--- config.mk ---
export PLATFORM = sky130hd
export DESIGN_NAME = cat_rec_sequencer
export DESIGN_NICKNAME = d
export VERILOG_FILES = /design/src/rtl/cat_rec_pkg.sv /design/src/rtl/cat_rec_sequencer.sv
export SDC_FILE = /design/constraint.sdc
export NUM_CORES = 1
export LEC_CHECK = 0
export CAP_MARGIN = 0
export CORE_UTILIZATION = 30
export CTS_CLUSTER_SIZE = 12
export DETAILED_ROUTE_END_ITERATION = 16
export GPL_TIMING_DRIVEN = 0
export SLEW_MARGIN = 10
export SYNTH_ARGS = -nofsm -noshare
export SYNTH_HDL_FRONTEND = slang
export SYNTH_SLANG_ARGS = --single-unit
--- constraint.sdc ---
create_clock -name clk -period 3.7 [get_ports clk]
set_input_delay 0.37 -clock clk [delete_from_list [all_inputs] [get_ports clk]]
set_output_delay 0.37 -clock clk [all_outputs]
set_load 0.05 [all_outputs]
--- src/rtl/cat_rec_pkg.sv ---
// Shared types and address map for the cat recognizer load-and-run sequencer.
package cat_rec_pkg;

  typedef enum logic [3:0] {
    IDLE,
    FETCH,
    W_SETUP,
    W_ACCESS,
    C_SETUP,
    C_ACCESS,
    P_SETUP,
    P_ACCESS,
    FIN
  } state_e;

  localparam int CTRL_ADDR      = 0;
  localparam int DATA_BASE      = 1;
  localparam int CTRL_START_BIT = 0;

endpackage

--- src/rtl/cat_rec_sequencer.sv ---
// APB master that streams a word block from source memory into the cat recognizer,
// kicks the start bit, polls it until hardware clears it and reports the result.
module cat_rec_sequencer
  import cat_rec_pkg::*;
#(
  parameter int Amba_Word       = 24,
  parameter int Amba_Addr_Depth = 13,
  parameter int Mem_Addr_Width  = 16,
  parameter int Poll_Limit      = 1024
) (
  input  logic                       clk,
  input  logic                       rst,
  input  logic                       start,
  input  logic [Mem_Addr_Width-1:0]  src_base,
  input  logic [Amba_Addr_Depth-1:0] num_words,
  output logic                       mem_rd,
  output logic [Mem_Addr_Width-1:0]  mem_addr,
  input  logic [Amba_Word-1:0]       mem_rdata,
  output logic [Amba_Addr_Depth-1:0] PADDR,
  output logic                       PSEL,
  output logic                       PENABLE,
  output logic                       PWRITE,
  output logic [Amba_Word-1:0]       PWDATA,
  input  logic [Amba_Word-1:0]       PRDATA,
  input  logic                       CatRecOut,
  output logic                       busy,
  output logic                       done,
  output logic                       result,
  output logic                       timeout
);

  localparam int AW     = Amba_Addr_Depth;
  localparam int MW     = Mem_Addr_Width;
  localparam int POLL_W = $clog2(Poll_Limit + 1);

  state_e            state_q, state_d;
  logic [MW-1:0]     src_q, src_d;
  logic [AW-1:0]     num_q, num_d;
  logic [AW-1:0]     idx_q, idx_d;
  logic [Amba_Word-1:0] cap_q, cap_d;
  logic [POLL_W-1:0] poll_q, poll_d;
  logic              result_q, result_d;
  logic              timeout_q, timeout_d;

  logic              more_words;
  logic [POLL_W-1:0] poll_inc;
  logic              prdata_unused;

  // Only the start bit of the status read matters.
  assign prdata_unused = ^PRDATA;

  assign more_words = ({1'b0, idx_q} + (AW + 1)'(1)) < {1'b0, num_q};
  assign poll_inc   = poll_q + POLL_W'(1);

  always_ff @(posedge clk) begin
    if (rst) begin
      state_q   <= IDLE;
      src_q     <= '0;
      num_q     <= '0;
      idx_q     <= '0;
      cap_q     <= '0;
      poll_q    <= '0;
      result_q  <= 1'b0;
      timeout_q <= 1'b0;
    end else begin
      state_q   <= state_d;
      src_q     <= src_d;
      num_q     <= num_d;
      idx_q     <= idx_d;
      cap_q     <= cap_d;
      poll_q    <= poll_d;
      result_q  <= result_d;
      timeout_q <= timeout_d;
    end
  end

  always_comb begin
    state_d   = state_q;
    src_d     = src_q;
    num_d     = num_q;
    idx_d     = idx_q;
    cap_d     = cap_q;
    poll_d    = poll_q;
    result_d  = result_q;
    timeout_d = timeout_q;
    case (state_q)
      IDLE: begin
        if (start) begin
          src_d     = src_base;
          num_d     = num_words;
          idx_d     = '0;
          poll_d    = '0;
          result_d  = 1'b0;
          timeout_d = 1'b0;
          state_d   = (num_words == '0) ? C_SETUP : FETCH;
        end
      end
      FETCH:    state_d = W_SETUP;
      W_SETUP: begin
        cap_d   = mem_rdata;
        state_d = W_ACCESS;
      end
      W_ACCESS: begin
        if (more_words) begin
          idx_d   = idx_q + AW'(1);
          state_d = W_SETUP;
        end else begin
          state_d = C_SETUP;
        end
      end
      C_SETUP:  state_d = C_ACCESS;
      C_ACCESS: state_d = P_SETUP;
      P_SETUP:  state_d = P_ACCESS;
      P_ACCESS: begin
        // A clear start bit wins over the limit on the same poll.
        if (!PRDATA[CTRL_START_BIT]) begin
          result_d  = CatRecOut;
          timeout_d = 1'b0;
          state_d   = FIN;
        end else if (poll_inc == POLL_W'(Poll_Limit)) begin
          poll_d    = poll_inc;
          result_d  = 1'b0;
          timeout_d = 1'b1;
          state_d   = FIN;
        end else begin
          poll_d    = poll_inc;
          state_d   = P_SETUP;
        end
      end
      FIN:      state_d = IDLE;
      default:  state_d = IDLE;
    endcase
  end

  always_comb begin
    mem_rd   = 1'b0;
    mem_addr = '0;
    PSEL     = 1'b0;
    PENABLE  = 1'b0;
    PWRITE   = 1'b0;
    PADDR    = '0;
    PWDATA   = '0;
    busy     = (state_q != IDLE);
    done     = (state_q == FIN);
    result   = result_q;
    timeout  = timeout_q;
    case (state_q)
      FETCH: begin
        mem_rd   = 1'b1;
        mem_addr = src_q;
      end
      W_SETUP: begin
        PSEL   = 1'b1;
        PWRITE = 1'b1;
        PADDR  = AW'(DATA_BASE) + idx_q;
        PWDATA = mem_rdata;
      end
      W_ACCESS: begin
        PSEL    = 1'b1;
        PENABLE = 1'b1;
        PWRITE  = 1'b1;
        PADDR   = AW'(DATA_BASE) + idx_q;
        PWDATA  = cap_q;
        // Next word's read overlaps this ACCESS phase.
        if (more_words) begin
          mem_rd   = 1'b1;
          mem_addr = src_q + MW'(idx_q) + MW'(1);
        end
      end
      C_SETUP, C_ACCESS: begin
        PSEL    = 1'b1;
        PENABLE = (state_q == C_ACCESS);
        PWRITE  = 1'b1;
        PADDR   = AW'(CTRL_ADDR);
        PWDATA  = Amba_Word'(1) << CTRL_START_BIT;
      end
      P_SETUP, P_ACCESS: begin
        PSEL    = 1'b1;
        PENABLE = (state_q == P_ACCESS);
        PADDR   = AW'(CTRL_ADDR);
      end
      default: ;
    endcase
  end

endmodule

After elaboration in Yosys (flattened, before gate mapping)
Cells that the tools add are included.
{ "word_totals": {"elab_cells": 69, "register_bits": 83, "out_inout_bits": 61} }
{ "op_classes": {"muxes": 28, "magnitude_cmp": 1, "add_sub_neg": 5, "n_eq_ne": 13, "reduce_logical": 14} }
{ "ops": {"columns": ["cell", "n"], "rows": [
  ["$pmux W24 S3", 1],
  ["$mux W13", 3],
  ["$pmux W16 S2", 1],
  ["$pmux W4 S8", 1],
  ["$pmux W13 S2", 1],
  ["$mux W11", 2],
  ["$pmux W11 S2", 1],
  ["$add A16 B1 Y16 const B", 1],
  ["$add A16 B13 Y16", 1],
  ["$eq A4 B3 Y1 const B", 4],
  ["$mux W16", 1],
  ["$add A13 B1 Y14 const B", 1],
  ["$lt A14 B13 Y1", 1],
  ["$add A1 B13 Y13 const A", 1],
  ["$logic_not A13 Y1", 1],
  ["$mux W4", 3],
  ["$add A11 B1 Y11 const B", 1],
  ["$eq A11 B11 Y1 const B", 1],
  ["$reduce_and A3 Y1", 3],
  ["$eq A4 B2 Y1 const B", 2],
  ["$mux W1", 8],
  ["$mux W3", 2],
  ["$ne A2 B2 Y1 const B", 3],
  ["$pmux W1 S2", 3],
  ["other kinds (11)", 14]
]} }

Depth between registers and ports, before layout
{ "depth": {"word_depth": 5, "ltp_mapped": 14} }

Worst setup path before layout
Ideal clock, no wire load.
{ "synth_timing": {"path_type": "reg2out", "from": "register idx_q[2]", "to": "output mem_addr[7]", "n_path_buf": 2, "stages_incl_launch_ff": 15, "slack_ns": -0.297, "arrival_ns": 3.627, "cell_sequence": "dfxtp_1 > and4_4 > and3_4 > nand4_1 > xnor2_1 > ha_1 > nand2_1 > nor2_1 > a211oi_1 > o22a_4 > and4_4 > buf_6 > buf_6 > o21ai_0 > o21ai_0"} }
{ "synth_via": {"elab_chain_len": 4, "elab_cells_between_ends": 6} }
{ "synth_lines": {"columns": ["element", "line_no", "source"], "rows": [
  ["start, declared", "cat_rec_sequencer.sv:39", "logic [AW-1:0] idx_q, idx_d;"],
  ["start signal, assigned", "cat_rec_sequencer.sv:69", "idx_q <= idx_d;"],
  ["$add A16 B13 Y16 or $add A13 B1 Y14 (tied branches)", "cat_rec_sequencer.sv:167, cat_rec_sequencer.sv:52", null],
  ["$add A16 B1 Y16 or $lt A14 B13 Y1 (tied branches)", "cat_rec_sequencer.sv:167, cat_rec_sequencer.sv:52", null],
  ["$mux W16 (*)", "cat_rec_sequencer.sv:165", "if (more_words) begin"],
  ["$pmux W16 S2 (*)", "cat_rec_sequencer.sv:147", "case (state_q)"],
  ["end, declared", "cat_rec_sequencer.sv:17", "output logic [Mem_Addr_Width-1:0] mem_addr,"]
]} }
Mark *: on every way between the ends. The rest lies on a longest branch, timed or not.

Final worst setup path
{ "layout_timing": {"from": "register idx_q[4]", "to": "output mem_addr[15]"} }
Same word-level chain as after synthesis.

==> results.yml <==
floorplanning:
  initial_core_util: 0.312
  die_h_um: 131
  die_area_um2: 17300
  die_w_um: 131
  rows: 46
  core_um2: 16100
  ios: 142
synth:
  synth-compound-area-share: 0.206
  syn-instance-count: 695
  seq_area_frac_synth: 0.331
  synth.cell_area_um2: 5030
  synth_ff_type: "dfxtp_1"
  synthSimpleGateAreaFrac: 0.304
  synth_edf_count: 0
  syn-num-nets: 805
  synthAdderAreaFrac: 0.0737
  synth.distinct_cells: 64
  postSynthAreaPerCell_um2: 7.23
  yosys_warnings: 0
  synth_top_family_by_area: "simple AND/OR/NAND/NOR gates"
  ys_ff_latch: 83
  async_flop_share: 0
  synth.mux.area_fraction: 0.00423
  synth-xor-area-share: 0.0314
global_route:
  grt_pass1_vias: 4961
  grt_pass1_wl_mm: 25.4
  overflow: 0
  grt_max_degree: 16
  track_usage: 0.183
  antenna_found_initial: 0
setup_path:
  slowest_stage: "or4_4"
  timing.rr.end: "idx_q[4]"
  reg2reg_slack_ns: 0.82
  cpPeakStageDelay_ns: 0.47
  crit_arrival_ns: 3.24
  reg2reg_from: "idx_q[4]"
  reg2reg_depth: 13
  path_class: "reg -> out"
  critPathMaxFanout: 8
  cp-start-kind: "flop"
  crit_chain: "and4_4 -> and3_4 -> nand4_1 -> xnor2_2 -> ha_1 -> nand2_1 -> nor2_1 -> a211oi_2 -> o22a_4 -> nand4_4 -> or4_4 -> nand3_2 -> buf_6"
  end_kind: "primary output"
  cp_data_required_time_ns: 3.33
layout:
  num_antenna_cells: 0
  nNetsFinal: 948
  seq_area_um2: 1680
  multi_input_area_um2: 3230
  syn_to_final_growth_pct: 39.4
  layout_common_cells: "202 x nand2_1, 101 x clkdlybuf4s50_1, 86 x a21oi_1"
  final_layout_size_suffix_gt1_frac: 0.126
  fill_cells: 1721
  layout_commonest_cell: "nand2_1"
  design_area_um2: 7010
timing:
  clock.fmax_ghz: 0.277
  min_period_over_period: 0.975
  worst-slew-pin-transition_ns: 1.29
  fin_crit_ns: 3.61
  finalMaxSlewViolations: 0
  setup_viol: 0
  fin_skew_ns: 0.00837
  rsz0062_at_grt: "yes"
  max-slew-margin-rel: 0.132
  finalHoldViolations: 0
  fin_hold_ws_ns: 0.455
route:
  via_per_inst: 4.93
  drtIter0Drc: 237
  wirelength_mm: 15.6
  drc_errors: 0
  first_pass_iters: 4
  ant_nets: 0
  wire_per_inst_um: 14.7
  vias: 5218
clock_tree:
  cts_hold_buf: 0
  numCtsBuffers: 9
  cts_max_level: 3
  cts_sinks: 83
  cts_buffer_depth: 2
  clk_pin_slew_ns: 0.07
  clkLatencyLatePin_ns: 0.35
  cts_root_buf: "clkbuf_16"
  cts_tree: "done"
flow_run:
  maxCapViolations: 0
placed_design:
  gp_congestion: 0.839
  portBuffers: 118
  place_area_um2: 6480
  dp_hpwl_mm: 11.5
worst_hold_path:
  hp-class: "reg -> reg"
  min_path_cells: 2
  hold_end: "cap_q[9]"
  hold_start: "cap_q[9]"
power_and_ir_drop:
  power.density_nw_per_um2: 345
  power.leakage_nw: 2.72
  ir_worst_vdd_uv: 206
run_status:
  status: "finished clean"
==> worst max-delay path by stage <==
stage | cells after the start | startpoint | end
global route | 12 | idx_q[4] | mem_addr[13]
floorplan | 12 | idx_q[2] | mem_addr[10]
CTS | 13 | idx_q[2] | mem_addr[5]
finish | 13 | idx_q[4] | mem_addr[15]
global placement | 13 | idx_q[2] | mem_addr[15]
detailed placement | 13 | idx_q[2] | mem_addr[15]
==> per-stage QoR <==
| step | util | setup WS (ns) | instances | setup TNS [ns] | power [W] |
|---|---|---|---|---|---|
| final | 0.435 | 0.0929 | 1059 | 0 | 0.00242 |
| after global placement | 0.402 | -0.986 | 1029 | -14.11 | 0.00150 |
| after CTS | 0.427 | 0.00181 | 1053 | 0 | 0.00244 |
| after global routing | 0.435 | -0.0286 | 1059 | -0.103 | 0.00253 |
| after detailed placement | 0.402 | -0.960 | 1029 | -13.67 | 0.00151 |
| after floorplan | - | -0.151 | 695 | -1.33 | 0.00130 |
==> logic make-up after synthesis <==
| family | count (synthesis) |
|---|---|
| AOI/OAI and AO/OA | 172 |
| xor gates and xnor gates | 18 |
| adders and majority gates | 29 |
| buffers and inverters | 59 |
| DFF | 83 |
| muxes | 2 |
| and+or+nand+nor | 332 |
==> cell type report <==
class / count / share of cell area
buffer: 34 / 0.0232
clock buffer: 10 / 0.0327
clock inverter: 6 / 0.0102
inverter: 24 / 0.0129
multi-input combinational: 553 / 0.461
sequential: 83 / 0.240
tap: 216 / 0.0386
timing repair buffer: 133 / 0.182
==> cells in the mapped netlist, types with 4 or more instances <==
library cell | number | area (um2)
nor2_1 | 38 | 143
nand2b_1 | 5 | 31.3
a21oi_1 | 88 | 440
a22oi_1 | 4 | 30.0
buf_2 | 6 | 30.0
nor4_1 | 8 | 50.1
xor2_1 | 5 | 43.8
or3_1 | 5 | 31.3
clkbuf_1 | 25 | 93.8
nand3_1 | 21 | 105
dfxtp_1 | 83 | 1660
nand4_1 | 6 | 37.5
nand2_1 | 202 | 758
o21ai_0 | 31 | 155
a21o_1 | 4 | 30.0
o21a_1 | 5 | 37.5
nor2b_1 | 13 | 81.3
xnor2_1 | 13 | 114
nor3_1 | 8 | 40.0
ha_1 | 28 | 350
o21ai_1 | 4 | 20.0
a31oi_1 | 5 | 31.3
and2_1 | 4 | 25.0
inv_1 | 23 | 86.3
a311oi_1 | 5 | 43.8
a31o_2 | 8 | 70.1
==> state kept, by name, indices dropped and copies added (netlist names) <==
name	count
cap_q	24
idx_q	13
num_q	13
poll_q	11
result	1
src_q	16
state_q	4
timeout	1
==> where the power goes <==
group | total, W | internal [W] | switching (W)
clock network | 0.000926 | 0.000529 | 0.000397
logic | 0.000531 | 0.000194 | 0.000337
registers | 0.000961 | 0.000933 | 0.0000275
==> repair_timing <==
| action | in CTS | in global routing |
|---|---|---|
| setup endpoints to repair | 17 | 32 |
| buffers inserted | 9 | 6 |
| gates resized for setup | 124 | 32 |
| pin swaps | 7 | 9 |
==> worst max-delay path, delay by kind of cell (launching register included) <==
| kind | cells | cell delay [ns] |
|---|---|---|
| AND/OR/NAND/NOR | 8 | 1.41 |
| buffers and inverters | 1 | 0.16 |
| adder cells (fa/ha/maj) | 1 | 0.31 |
| AO/OA/AOI/OAI | 2 | 0.41 |
| XOR/XNOR | 1 | 0.25 |
| flip-flops | 1 | 0.35 |
==> per-layer routing <==
metal	GRT usage	vias to the layer above	wire, um
met2	0.315	110	7600
li1	-	2684	-
met5	0	-	0
met1	0.230	2411	7160
met4	0.0362	0	141
met3	0.0444	13	657
Note: power is estimated with default switching activity, not from simulation.
